**src/rtl/ext_mem_pkg.sv**
```systemverilog
// Shared definitions for the external data-memory bus initiator:
// FSM state encoding, read issue depth and idle-bus drive levels.
package ext_mem_pkg;

  typedef enum logic [2:0] {
    IDLE,
    WR,
    RD1,
    RD2,
    CAP
  } state_t;

  // The memory read pipeline only advances on read-select cycles, so every read is selected twice.
  localparam int RD_ISSUE_CYCLES = 2;

  localparam logic BUS_IDLE_CSLT = 1'b0;
  localparam logic BUS_IDLE_WRB  = 1'b0;
  localparam logic BUS_IDLE_BIT  = 1'b0;

endpackage

```
**src/rtl/ext_mem_initiator.sv**
```systemverilog
// Bus master for the external data memory: valid/ready request channel in,
// registered memory bus out, double-issued reads with a held read response.
module ext_mem_initiator
  import ext_mem_pkg::*;
#(
  parameter int DMA_SIZE = 3,
  parameter int DMD_SIZE = 4,
  parameter int CNT_SIZE = 8
) (
  input  logic                clk,
  input  logic                reset,
  input  logic                req_valid,
  output logic                req_ready,
  input  logic                req_wr,
  input  logic [DMA_SIZE-1:0] req_add,
  input  logic [DMD_SIZE-1:0] req_data,
  output logic                rsp_valid,
  input  logic                rsp_ready,
  output logic [DMD_SIZE-1:0] rsp_data,
  output logic                ps_dm_cslt,
  output logic                ps_dm_wrb,
  output logic [DMA_SIZE-1:0] dg_dm_add,
  output logic [DMD_SIZE-1:0] bc_dt,
  input  logic [DMD_SIZE-1:0] dm_bc_dt,
  output logic [CNT_SIZE-1:0] wr_cnt,
  output logic [CNT_SIZE-1:0] rd_cnt
);

  state_t              r_state;
  state_t              w_stateNext;
  logic                r_cslt;
  logic                r_wrb;
  logic [DMA_SIZE-1:0] r_add;
  logic [DMD_SIZE-1:0] r_data;
  logic                r_rspValid;
  logic [DMD_SIZE-1:0] r_rspData;
  logic [CNT_SIZE-1:0] r_wrCnt;
  logic [CNT_SIZE-1:0] r_rdCnt;
  logic                w_accept;
  logic                w_csltNext;
  logic                w_wrbNext;
  logic [DMA_SIZE-1:0] w_addNext;
  logic [DMD_SIZE-1:0] w_dataNext;

  assign req_ready = ((r_state == IDLE) || (r_state == WR)) && !r_rspValid;
  assign w_accept  = req_valid && req_ready;

  // Next state and the bus values for the next cycle; the bus registers double as request capture.
  always_comb begin
    w_stateNext = r_state;
    w_csltNext  = BUS_IDLE_CSLT;
    w_wrbNext   = BUS_IDLE_WRB;
    w_addNext   = {DMA_SIZE{BUS_IDLE_BIT}};
    w_dataNext  = {DMD_SIZE{BUS_IDLE_BIT}};
    case (r_state)
      IDLE, WR: begin
        w_stateNext = IDLE;
        if (w_accept) begin
          w_csltNext = 1'b1;
          w_addNext  = req_add;
          if (req_wr) begin
            w_stateNext = WR;
            w_wrbNext   = 1'b1;
            w_dataNext  = req_data;
          end else begin
            w_stateNext = RD1;
          end
        end
      end
      RD1: begin
        w_stateNext = RD2;
        w_csltNext  = 1'b1;
        w_addNext   = r_add;
      end
      RD2:     w_stateNext = CAP;
      CAP:     w_stateNext = IDLE;
      default: w_stateNext = IDLE;
    endcase
  end

  // Read data is taken only in CAP, when the pipeline holds the twice-issued address.
  always_ff @(posedge clk) begin
    if (reset) begin
      r_state    <= IDLE;
      r_cslt     <= BUS_IDLE_CSLT;
      r_wrb      <= BUS_IDLE_WRB;
      r_add      <= {DMA_SIZE{BUS_IDLE_BIT}};
      r_data     <= {DMD_SIZE{BUS_IDLE_BIT}};
      r_rspValid <= 1'b0;
      r_rspData  <= '0;
      r_wrCnt    <= '0;
      r_rdCnt    <= '0;
    end else begin
      r_state <= w_stateNext;
      r_cslt  <= w_csltNext;
      r_wrb   <= w_wrbNext;
      r_add   <= w_addNext;
      r_data  <= w_dataNext;
      if (r_state == WR) begin
        r_wrCnt <= r_wrCnt + CNT_SIZE'(1);
      end
      if (r_state == CAP) begin
        r_rspData  <= dm_bc_dt;
        r_rspValid <= 1'b1;
        r_rdCnt    <= r_rdCnt + CNT_SIZE'(1);
      end else if (r_rspValid && rsp_ready) begin
        r_rspValid <= 1'b0;
      end
    end
  end

  assign ps_dm_cslt = r_cslt;
  assign ps_dm_wrb  = r_wrb;
  assign dg_dm_add  = r_add;
  assign bc_dt      = r_data;
  assign rsp_valid  = r_rspValid;
  assign rsp_data   = r_rspData;
  assign wr_cnt     = r_wrCnt;
  assign rd_cnt     = r_rdCnt;

endmodule

```
**config.mk**
```make
export PLATFORM = sky130hd
export DESIGN_NAME = ext_mem_initiator
export DESIGN_NICKNAME = d
export VERILOG_FILES = /design/src/rtl/ext_mem_pkg.sv /design/src/rtl/ext_mem_initiator.sv
export SDC_FILE = /design/constraint.sdc
export NUM_CORES = 1
export LEC_CHECK = 0
export CAP_MARGIN = 20
export CORE_ASPECT_RATIO = 1.1
export CORE_MARGIN = 2
export CORE_UTILIZATION = 39
export CTS_CLUSTER_SIZE = 28
export DETAILED_ROUTE_END_ITERATION = 10
export PLACE_DENSITY = 0.74
export SYNTH_ARGS = -nofsm -noshare
export SYNTH_HDL_FRONTEND = slang
export SYNTH_SLANG_ARGS = --single-unit
export TNS_END_PERCENT = 100
```
**constraint.sdc**
```tcl
create_clock -name clk -period 1.8 [get_ports clk]
set_clock_uncertainty 0.05 [all_clocks]
set_input_delay 0.54 -clock clk [delete_from_list [all_inputs] [get_ports clk]]
set_output_delay 0.54 -clock clk [all_outputs]
set_load 0.02 [all_outputs]
```
==> metrics.csv <==
metric;value;unit
status;finished clean;
count leader, synth;dfxtp_1;
met1 wire length;1180;um
multiplexer area fraction after synthesis;6.85;%
Buf/Inv on CP;1;
Leak;0.901;nW
first-pass GRT wire length;4820;um
Synth Area in Compound Gates;9.95;%
Worst EP required;1.21;ns
Adder-Cell Fraction of Synth Area;1.88;%
post-synthesis sequential area ratio;49.6;%
total number of vias;1225;
Setup Viol. Count Final;0;
CTS Buffer Depth;2;
kind of critical path;register to primary output;
Slowest cell on crit path;dfxtp_1;
Worst Path Arrival;1.13;ns
Slew @ Worst Pin;0.562;ns
Int Power;1.01;mW
Hold WC Path Type;register to register;
switching part of the total;23.4;%
Die Footprint;0.00390;mm2
Synth Net Count;157;
capturing element type of the critical path;primary output;
CTS tree;done;
synth unique cells;30;
simple logic cell fraction of the synthesized area;24.2;%
CP max FO;7;
Psw;308;uW
Seq cells post-synth;33;
EDFF count, synth;0;
Final WS setup;0.0811;ns
number of cell rows;22;
ys async rst share;0;%
largest net degree at the start of global routing;16;
Worst slew margin;62.5;%
H-tree depth;2;
top sig layer;met4;
startpoint types;register;
max incr delay on CP;0.44;ns
share of cells above drive strength 1;14.0;%
Peak VDD IR;0.388;mV
number of global-route vias before repair;1175;
endpoints failing hold;0;
Core Region;0.00330;mm2
synthesis-to-finish area growth;44.5;%
antenna cells;0;
syn avg cell area;9.59;um2
Starting Density;40.3;%
Gate Count Post-Synth;139;
DP HPWL;2180;um
RSZ-0062 raised after global routing;no;
DR iter-0 viols;37;
setup bufs post-CTS;0;
Num CTS Buffers;5;
Mapped Area;0.00133;mm2
wire length on met3;175;um
Clk Latency, worst-skew pair;0.32;ns
DRC viols;0;
Final Max Tran Viols;0;
clock-pin transition on the worst setup and hold timing paths;0.10;ns
Fmax;582;MHz
I/O pin count;47;
initial antenna violation count;0;
Most used DFF post-synth;dfxtp_1;
Worst path top cell family by delay;flip-flops;
min Tclk post-route;1.72;ns
Place WS;0.0185;ns
Post-synth top cells;dfxtp_1, nor2_1, a21oi_1;
die height;65.3;um
Clk pwr share;31.3;%
TritonRoute pass-1 iters;4;
combinational share of power;11.3;%
Die Span X;59.7;um
GRT Total Usage;16.4;%
clk sinks;33;
CP Cell Sequence;dlygate4sd2_1;
WL met2;1430;um
gr ovfl total;0;
IO Port Bufs;46;
Sequential Power Share;57.4;%
Pwr Density;685;mW/mm2
share of the synthesized area in the top cell type;49.6;%
Final Cycle Share;95.5;%
RePlAce Congestion;0.757;
WL/cell;12.0;um
main combinational cell family by area after synthesis;simple AND/OR/NAND/NOR gates;
Synth Area in XOR/XNOR;2.63;%
total wire length;2840;um
setup_tns;0;ns
post-route ant nets;0;
top cells by area, synth;dfxtp_1, mux2i_1, a21oi_1;
Layout Nets;218;
dominant cell type by area after synthesis;dfxtp_1;
# Max-Cap Violations;0;
root buffer cell;clkbuf_4;
Via density;5.19;
Synth warnings;0;
[logic make-up after synthesis]
group,count (synthesis)
and+or+nand+nor,56
DFF,33
AOI/OAI and AO/OA,23
buffers and inverters,12
muxes,9
xor gates and xnor gates,4
adders and majority gates,2
[routing by layer]
layer	vias up	track usage (%)
met4	0	7.50
met1	565	18.2
met2	39	27.2
met3	7	6.10
met5	-	0
li1	614	-
[through the flow]
step	cells	util (%)	total power [mW]	hold WS, ns	instance area, um2
floorplan	139	-	0.850	0.460	1330
global route	236	58.3	1.39	0.481	1930
global placement	229	57.8	0.930	0.408	1910
CTS	236	58.3	1.33	0.437	1920
finish	236	58.3	1.32	0.435	1930
detailed placement	229	57.8	0.933	0.425	1910
[registers in the layout, summed over array words and instances, names as in the netlist]
name and count:
ps_dm_cslt 1, rd_cnt 8, r_state 3, wr_cnt 8, dg_dm_add 3, rsp_valid 1
bc_dt 4, rsp_data 4, ps_dm_wrb 1
[cells in the final DEF (no fill, tap or decap)]
master           count
o21ai_0              4
o31ai_1              6
dlygate4sd2_1       30
nor3b_1              2
dfxtp_1             33
or3_1                3
nor3_1               3
clkdlybuf4s50_1     15
nand2b_1             2
ha_1                 2
mux2i_1              8
clkbuf_1             1
o21a_1               1
clkbuf_8             1
inv_1                4
nor2b_1              2
or4_1                6
nand2_1              3
or3b_4               2
nand4_1              3
xnor2_1              2
and3_1               1
clkbuf_4             5
nor2_1              15
clkbuf_2             1
mux2_2               1
a21oi_1             12
buf_4               16
nand3_1              7
xor2_1               2
and4bb_2             2
and2_1               4
nor4b_1              1
[worst register-to-register path, cell delays in order (launching register included)]
cell and delay, ns:
dfxtp_1 0.35, buf_4 0.15, or3b_4 0.45, or4_1 0.51, a21oi_1 0.15
[final timing paths]
path	startpoint	depth (start not counted)	slack, ns	to
worst max-delay path	wr_cnt[3]	1	0.08	wr_cnt[3]
worst min-delay path	rd_cnt[7]	2	0.43	rd_cnt[7]
worst max register to register	r_state[1]	4	0.09	wr_cnt[7]
worst min register to register	rd_cnt[7]	2	0.43	rd_cnt[7]
[timing repair]
action                     in CTS  in global routing
setup endpoints to repair      31                  6
hold buffers                    0                  0
gates resized for setup        33                  3
[area by class of cell]
cell class / count / area (um2)
Inverter: 4 / 15.0
Tap cell: 36 / 45.0
Multi-Input combinational cell: 94 / 612
Sequential cell: 33 / 661
Fill cell: 305 / 1380
Timing Repair Buffer: 62 / 538
Clock buffer: 7 / 55.1
[power by group through the flow]
| stage | combinational, mW | clock, mW | sequential, mW |
|---|---|---|---|
| after floorplan | 0.0602 | 0 | 0.790 |
| after global placement | 0.156 | 0 | 0.774 |
| after detailed placement | 0.159 | 0 | 0.774 |
| after CTS | 0.148 | 0.426 | 0.757 |
| after global routing | 0.160 | 0.469 | 0.760 |
| final | 0.148 | 0.413 | 0.757 |
(Power assumes the default switching activity.)
